===== config.mk =====
export PLATFORM = sky130hd
export DESIGN_NAME = pc_fetch_unit
export DESIGN_NICKNAME = d
export VERILOG_FILES = /design/src/rtl/mips_pkg.sv /design/src/rtl/pc_fetch_unit.sv
export SDC_FILE = /design/constraint.sdc
export NUM_CORES = 1
export LEC_CHECK = 0
export ABC_AREA = 1
export BUFFER_PORTS_ARGS = -buffer_cell sky130_fd_sc_hd__buf_4
export CAP_MARGIN = 10
export CORE_UTILIZATION = 45
export CTS_BUF_LIST = sky130_fd_sc_hd__clkbuf_2 sky130_fd_sc_hd__clkbuf_4 sky130_fd_sc_hd__clkbuf_8
export DETAILED_ROUTE_END_ITERATION = 8
export PLACE_DENSITY = 0.81
export SLEW_MARGIN = 0
export SYNTH_ARGS = -nofsm -noshare
export SYNTH_HDL_FRONTEND = slang
export SYNTH_SLANG_ARGS = --single-unit

===== constraint.sdc =====
create_clock -name clk -period 1.7 [get_ports clk]
set_input_delay 0.34 -clock clk [delete_from_list [all_inputs] [get_ports clk]]
set_output_delay 0.34 -clock clk [all_outputs]
set_load 0.1 [all_outputs]

===== src/rtl/mips_pkg.sv =====
// rtl/mips_pkg.sv - shared state encoding and fetch constants for the PC/fetch sequencer
package mips_pkg;

  typedef enum logic [2:0] {
    ST_IDLE  = 3'd0,
    ST_FETCH = 3'd1,
    ST_WAIT  = 3'd2,
    ST_EXEC  = 3'd3,
    ST_ERROR = 3'd4
  } state_e;

  localparam logic [31:0] RESET_PC_DEFAULT = 32'h0000_0000;
  localparam int          WORD_BYTES       = 4;

endpackage


===== src/rtl/pc_fetch_unit.sv =====
// rtl/pc_fetch_unit.sv - program counter plus req/ack instruction fetch sequencer
module pc_fetch_unit
  import mips_pkg::*;
#(
  parameter int                ADDR_W   = 32,
  parameter logic [ADDR_W-1:0] RESET_PC = RESET_PC_DEFAULT[ADDR_W-1:0]
) (
  input  logic              clk,
  input  logic              reset,
  input  logic [ADDR_W-1:0] next_pc,
  input  logic              stall,
  output logic              imem_req,
  output logic [ADDR_W-1:0] imem_addr,
  input  logic              imem_ack,
  input  logic [31:0]       imem_rdata,
  output logic [31:0]       instr,
  output logic              instr_valid,
  output logic [ADDR_W-1:0] pc,
  output logic [ADDR_W-1:0] pc_plus4,
  output logic              misaligned
);

  state_e            state_q, state_d;
  logic [ADDR_W-1:0] pc_q, pc_d;
  logic [31:0]       instr_q, instr_d;
  logic              mis_q, mis_d;

  always_ff @(posedge clk) begin
    if (reset) begin
      state_q <= ST_IDLE;
      pc_q    <= RESET_PC;
      instr_q <= 32'h0;
      mis_q   <= 1'b0;
    end else begin
      state_q <= state_d;
      pc_q    <= pc_d;
      instr_q <= instr_d;
      mis_q   <= mis_d;
    end
  end

  always_comb begin
    state_d = state_q;
    pc_d    = pc_q;
    instr_d = instr_q;
    mis_d   = mis_q;
    unique case (state_q)
      ST_IDLE: state_d = ST_FETCH;
      ST_FETCH, ST_WAIT: begin
        if (imem_ack) begin
          instr_d = imem_rdata;
          state_d = ST_EXEC;
        end else begin
          state_d = ST_WAIT;
        end
      end
      ST_EXEC: begin
        // A misaligned target never reaches pc; the unit parks in ERROR until reset.
        if (!stall) begin
          if (next_pc[1:0] == 2'b00) begin
            pc_d    = next_pc;
            state_d = ST_FETCH;
          end else begin
            mis_d   = 1'b1;
            state_d = ST_ERROR;
          end
        end
      end
      ST_ERROR: state_d = ST_ERROR;
      default:  state_d = ST_IDLE;
    endcase
  end

  assign imem_req    = (state_q == ST_FETCH) || (state_q == ST_WAIT);
  assign imem_addr   = pc_q;
  assign instr_valid = (state_q == ST_EXEC);
  assign instr       = instr_q;
  assign pc          = pc_q;
  assign pc_plus4    = pc_q + ADDR_W'(WORD_BYTES);
  assign misaligned  = mis_q;

endmodule


==> results of run 1 <==
## cell usage in the layout, fill, tap and decap left out
cell / instances
a21oi_1: 62
a21oi_2: 1
a22oi_1: 1
a31oi_1: 1
buf_12: 32
buf_4: 232
buf_6: 24
buf_8: 1
bufinv_16: 3
clkbuf_4: 1
clkbuf_8: 9
clkinv_2: 1
clkinvlp_4: 1
dfxtp_1: 35
dfxtp_2: 8
dfxtp_4: 25
ha_4: 1
inv_1: 21
inv_2: 1
inv_4: 4
inv_6: 1
nand2_1: 122
nand2_2: 39
nand2_4: 29
nand2_8: 1
nand3_1: 38
nand3_2: 8
nand3_4: 5
nor2_1: 8
nor2_2: 12
nor2_4: 36
xnor2_4: 6
xor2_4: 9
## per-layer routing
layer  wire length, microns  part of all wire, %  GRT usage (%)  up-vias
met3                   3810                   15           16.3      323
met2                  10200                   41           72.4      705
met4                   3150                   13           30.8        4
met5                     91                 0.37              0        -
met1                   7510                   30           45.3     2560
li1                       -                    -              -     2130
## kinds of logic (layout without fill, tap and decap cells)
group / Yosys count / after routing / synth area share [%]
AOI/OAI and AO/OA: 65 / 65 / 9.28
adders and majority gates: 1 / 1 / 0.353
buffers and inverters: 83 / 331 / 13.7
xor gates and xnor gates: 15 / 15 / 3.71
and+or+nand+nor: 298 / 298 / 34.5
DFF: 68 / 68 / 38.4
## worst max path at each step
| stage | start | end | slack (ns) | cells past startpoint |
|---|---|---|---|---|
| final | imem_addr[26]$_SDFFE_PP0P_ | pc_plus4[30] | -0.92 | 7 |
| after global routing | imem_addr[26]$_SDFFE_PP0P_ | pc_plus4[30] | -1.13 | 7 |
| after CTS | imem_addr[3]$_SDFFE_PP0P_ | pc_plus4[17] | -0.36 | 8 |
| after detailed placement | imem_addr[2]$_SDFFE_PP0P_ | pc_plus4[18] | -0.30 | 7 |
| after global placement | imem_addr[2]$_SDFFE_PP0P_ | pc_plus4[18] | -0.25 | 7 |
| after floorplan | imem_addr[2]$_SDFFE_PP0P_ | pc_plus4[17] | -0.86 | 5 |
## per-stage QoR
step                utilization (%)  setup WS [ns]
detailed placement             75.6         -0.298
CTS                            88.7         -0.363
global placement               75.6         -0.251
finish                         94.9         -0.919
floorplan                         -         -0.860
global route                   94.9          -1.13
## registers in the layout, summed over array words and instances, names as in the netlist
signal,cells
imem_addr,32
instr,32
misaligned,1
state_q,3
## power by group through the flow
stage          Clock (mW)  Sequential [mW]  Combinational [mW]
2_1_floorplan           0             2.50               0.658
3_3_place_gp            0             1.78                1.76
3_5_place_dp            0             1.78                1.78
4_1_cts              1.64             1.75                1.82
5_1_grt              1.75             1.79                2.06
6_report             1.68             1.78                2.02
## final cells by class
type	count	area, sq um	share of cell area (%)
Clock buffer	10	131	1.80
Clock inverter	6	110	1.51
Inverter	26	109	1.49
Multi-Input combinational cell	379	2690	36.8
Sequential cell	68	1470	20.1
Tap cell	102	128	1.75
Timing Repair Buffer	289	2670	36.6
## repair_timing
item                                    4_1_cts  5_1_grt
gates cloned                                  0        0
endpoints found under the hold margin         0        0
pin swaps                                    25       35
endpoints found under the setup margin       30       32
buffers inserted                             17       18
gates resized for setup                     163       96
## worst register-to-register path, cell delays in order, from the launching register on
cell,delay (ns)
dfxtp_1,0.41
nor2_2,0.41
nor2_4,0.11
buf_4,0.18
nand2_4,0.28
nand2_1,0.14
nor2_1,0.34
nor2_1,0.16
==> metrics.csv, run 1 <==
metric,value,unit
status,"finished, violations left",
violations,"design-rule violations, negative setup slack",
wl_per_cell,28.1,microns
dieHeight,90.8,microns
clk_path_buf_depth,2,
setup_viol,67,
p_sw_share,42.2,%
die_w,90.8,microns
dieArea,8240,sq um
clkPwrFrac,30.7,%
htreeDepth,3,
num_vias,5722,
synthesis.instances,530,
max_stage_delay,0.38,ns
tritoncts,yes,
io_pins,199,
critPathTopFamily,simple AND/OR/NAND/NOR gates,
rr_startpoint,state_q[0]$_SDFFE_PP0P_,
critPathBufInv,1,
fin_ws,-0.919,ns
yosys-top-cells-area,"dfxtp_1 38%, nand2_1 20%, a21oi_1 8.9%",
fin_crit,2.62,ns
synth-main-ff-cell,dfxtp_1,
drive_above_1_share,63.0,%
grt_pass1_vias,5096,
drcViolationCount,28,
area_growth_syn_to_layout,106,%
p_leak,3.22,nW
power.internal,3.17,mW
arrival,2.28,ns
setup_tns,-16.60,ns
reg2reg_to,state_q[0]$_SDFFE_PP0P_,
clk_latency,0.36,ns
cts_buffers,9,
rsz0062_at_grt,yes,
fin_cells,880,
hpwl,9650,microns
place_area,5810,sq um
synth_top_area_cell,dfxtp_1,
initial_core_util,46.1,%
ant_nets,0,
dr.first_iter.drc_count,960,
rows,32,
max_clock_freq,382,MHz
cts_hold_buf,0,
syn_avg_cell_area,6.69,sq um
ys_types,21,
grt_overflow,0,
design_area,7300,sq um
crit_required,1.36,ns
grt_start_max_net_pins,34,
n_antenna_cell,0,
nFillCells,204,
crit_path_top_delay_cell,dfxtp_2,
critPathKind,register to output pin,
io_buffers,198,
routabilityCongestion,0.949,
p_seq_share,32.5,%
cp_common_cell,nand2_1,
via_per_inst,6.50,
synth-seq-area-share,38.4,%
whs,0.253,ns
wl,24700,microns
hold_end,imem_addr[6]$_SDFFE_PP0P_,
crit_path_start_kind,register,
reg2reg_slack,-0.46,ns
synth_common_cells,"189 x nand2_1, 68 x dfxtp_1, 63 x a21oi_1, 52 x nor2_1, 50 x nand3_1",
p_comb_share,36.8,%
cp_cell_sequence,"nand2_1, nor2_2, nand2_1, nor2_4, nand3_4, nand2_4, buf_12",
fin_worst_skew,0.0190,ns
tightest_slew,0.433,ns
coreArea,7690,sq um
dp_cells,830,
antenna_found_initial,0,
fin_total_pwr,5.48,mW
period_share,154,%
synth_edf_count,0,
cts-root-buf,clkbuf_8,
cap_viol_max_count,0,
synth_top_area_share,38.4,%
p_switching,2.31,mW
reg2reg_depth,7,
synthArstFlopShare,0,%
worst_hold_path.num_cells,3,
grt_pass1_wl,27600,microns
maxSlewViolCount,0,
yosysMostFrequentCell,nand2_1,
setup.worst_path.end_class,output pin,
slew_headroom,71.1,%
yosys_warnings,0,
hold_class,input port to register,
firstDrtPassIters,9,
power.density,751,nW/um^2
grt_usage,43.6,%
hold_viol,0,
clock-sinks,68,
nNetsFinal,842,
ys_ff_latch,68,
synth_nets,599,
crit_fanout,3,
min-delay-start,next_pc[6],
synth_area,3550,sq um
peakVddDrop,0.926,mV
clk_pin_slew,0.09,ns
(Power assumes the default switching activity.)
==> run 2, diff against run 1 <==
--- a/config.mk
+++ b/config.mk
@@ -12,6 +12,7 @@
 export CTS_BUF_LIST = sky130_fd_sc_hd__clkbuf_2 sky130_fd_sc_hd__clkbuf_4 sky130_fd_sc_hd__clkbuf_8
 export DETAILED_ROUTE_END_ITERATION = 8
 export PLACE_DENSITY = 0.81
+export RECOVER_POWER = 25
 export SLEW_MARGIN = 0
 export SYNTH_ARGS = -nofsm -noshare
 export SYNTH_HDL_FRONTEND = slang
==> run 2 against run 1 <==
  * The run ends with negative setup slack left
  * Via count increased by 0.68%
  * Non-clock buffer count unchanged
  * Worst setup slack improved by 0.0085 ns
  * Sequential share of layout area about the same
  * Final area decreased by 0.10%
  * Count of clock-buffer cells in the layout unchanged
  * Clock skew increased by 0.0020 ns
  * Critical path type unchanged
  * Critical endpoint unchanged
  * Largest cell class unchanged
==> metrics.csv, run 2 (synthesis gave the netlist of run 1 again) <==
metric,value,unit,change
die_w,90.8,microns,unchanged
initial_core_util,46.1,%,unchanged
n_antenna_cell,0,,unchanged
fin_crit,2.61,ns,was 2.62 ns
mostFrequentLayoutCell,buf_4,,unchanged
dpl_worst_slack,-0.298,ns,unchanged
hpwl,9650,microns,unchanged
status,"finished, violations left",,unchanged
drcViolationCount,0,,was 28
htreeDepth,3,,unchanged
critPathTopFamily,simple AND/OR/NAND/NOR gates,,unchanged
coreArea,7690,sq um,unchanged
wl,25000,microns,"was 24,700 microns"
seqCellArea,1470,sq um,unchanged
dieHeight,90.8,microns,unchanged
io_buffers,198,,unchanged
design_area,7290,sq um,was 7300 sq um
fin_cells,880,,unchanged
clk_path_buf_depth,2,,unchanged
multi_input_area,2680,sq um,was 2690 sq um
crit_path_start_kind,register,,unchanged
dr.first_iter.drc_count,970,,was 960
grt_overflow,0,,unchanged
nNetsFinal,842,,unchanged
rsz0062_at_grt,yes,,unchanged
p_seq_share,32.5,%,about the same
grt_pass1_vias,5096,,unchanged
crit_path_top_delay_cell,dfxtp_4,,was dfxtp_2
cts_buffers,9,,unchanged
hold_viol,0,,unchanged
wl_per_cell,28.4,microns,was 28.1 microns
clock-sinks,68,,unchanged
io_pins,199,,unchanged
cap_viol_max_count,0,,unchanged
num_vias,5761,,"was 5,722"
p_leak,3.22,nW,about the same
clk_pin_slew,0.09,ns,about the same
routabilityCongestion,0.949,,unchanged
maxSlewViolCount,0,,unchanged
dp_cells,830,,unchanged
dieArea,8240,sq um,unchanged
p_sw_share,42.3,%,was 42.2%
clk_latency,0.36,ns,about the same
whs,0.248,ns,was 0.253 ns
cp_cell_sequence,"nand2_1, nor2_2, nand2_1, nor2_4, nand3_4, nand2_4, buf_12",,unchanged
cp_common_cell,nand2_1,,unchanged
hold_class,input port to register,,unchanged
period_share,154,%,about the same
grt_usage,43.6,%,unchanged
fin_ws,-0.910,ns,was -0.919 ns
fin_total_pwr,5.49,mW,was 5.48 mW
cts_hold_buf,0,,unchanged
max_stage_delay,0.44,ns,was 0.38 ns
drive_above_1_share,62.9,%,was 63.0%
ant_nets,0,,unchanged
violations,negative setup slack,,"was design-rule violations, negative setup slack"
tightest_slew,0.632,ns,was 0.433 ns
setup_viol,83,,was 67
nFillCells,206,,was 204
power.density,753,nW/um^2,was 751 nW/um^2
clkPwrFrac,30.7,%,about the same
slew_headroom,57.7,%,was 71.1%
grt_start_max_net_pins,34,,unchanged
crit_fanout,5,,was 3
cts-root-buf,clkbuf_8,,unchanged
p_comb_share,36.8,%,about the same
critPathKind,register to output pin,,unchanged
max_clock_freq,383,MHz,was 382 MHz
tritoncts,yes,,unchanged
layout_common_cells,"232 x buf_4, 122 x nand2_1, 62 x a21oi_1",,unchanged
setup_tns,-27.79,ns,was -16.60 ns
p_switching,2.32,mW,was 2.31 mW
area_growth_syn_to_layout,106,%,about the same
fin_worst_skew,0.0209,ns,was 0.0190 ns
firstDrtPassIters,8,,was 9
rows,32,,unchanged
peakVddDrop,0.923,mV,was 0.926 mV
critPathBufInv,1,,unchanged
place_area,5810,sq um,unchanged
antenna_found_initial,0,,unchanged
setup.worst_path.end_class,output pin,,unchanged
via_per_inst,6.55,,was 6.50
power.internal,3.17,mW,about the same
grt_pass1_wl,27600,microns,unchanged
fin_util,94.8,%,was 94.9%
crit_required,1.36,ns,about the same
arrival,2.27,ns,was 2.28 ns
## run 2: cell types whose count changed in the layout (fill, tap and decap cells not counted)
cell | before | now
nor2_1 | 8 | 9
nor2_4 | 36 | 35
## run 2: timing repair
| item | CTS | global route |
|---|---|---|
| pin swaps | 25 | 35 |
| resized for setup | 163 | 96 |
| endpoints found under the setup margin | 30 | 32 |
| buffers inserted | 17 | 18 |
| cloned | 0 | 0 |
## run 2: final timing paths
path,cells after the start,slack [ns],endpoint,startpoint
worst max register to register,7,-0.51,state_q[0]$_SDFFE_PP0P_,state_q[0]$_SDFFE_PP0P_
worst min register to register,2,0.47,instr[1]$_SDFFE_PP0P_,instr[1]$_SDFFE_PP0P_
worst max-delay path,7,-0.91,pc_plus4[30],imem_addr[22]$_SDFFE_PP0P_
worst min-delay path,3,0.25,imem_addr[6]$_SDFFE_PP0P_,next_pc[6]
## run 2: worst reg2reg max path, cell delays in order, from the launching register on
cell and delay, ns:
dfxtp_1 0.42, nor2_2 0.39, nor2_4 0.11, buf_4 0.18
nand2_4 0.28, nand2_1 0.15, nor2_1 0.35, nor2_1 0.18
## run 2: power groups by stage
| stage | registers (mW) | clock network (mW) | logic (mW) |
|---|---|---|---|
| after floorplan | 2.50 | 0 | 0.658 |
| after global placement | 1.78 | 0 | 1.76 |
| after detailed placement | 1.78 | 0 | 1.78 |
| after CTS | 1.75 | 1.64 | 1.82 |
| after global routing | 1.79 | 1.75 | 2.06 |
| final | 1.78 | 1.69 | 2.02 |
## run 2: layout make-up
type	instances	share of cell area (%)
multi-input combinational	379	36.8
clock buffer	10	1.80
sequential	68	20.1
inverter	26	1.49
tap	102	1.75
clock inverter	6	1.51
timing repair buffer	289	36.6
## run 2: per-layer routing
layer | up-vias | track usage [%] | part of all wire (%)
li1 | 2132 | - | -
met3 | 307 | 16.3 | 16
met4 | 4 | 30.8 | 13
met2 | 706 | 72.4 | 41
met5 | - | 0 | 0.48
met1 | 2612 | 45.3 | 30
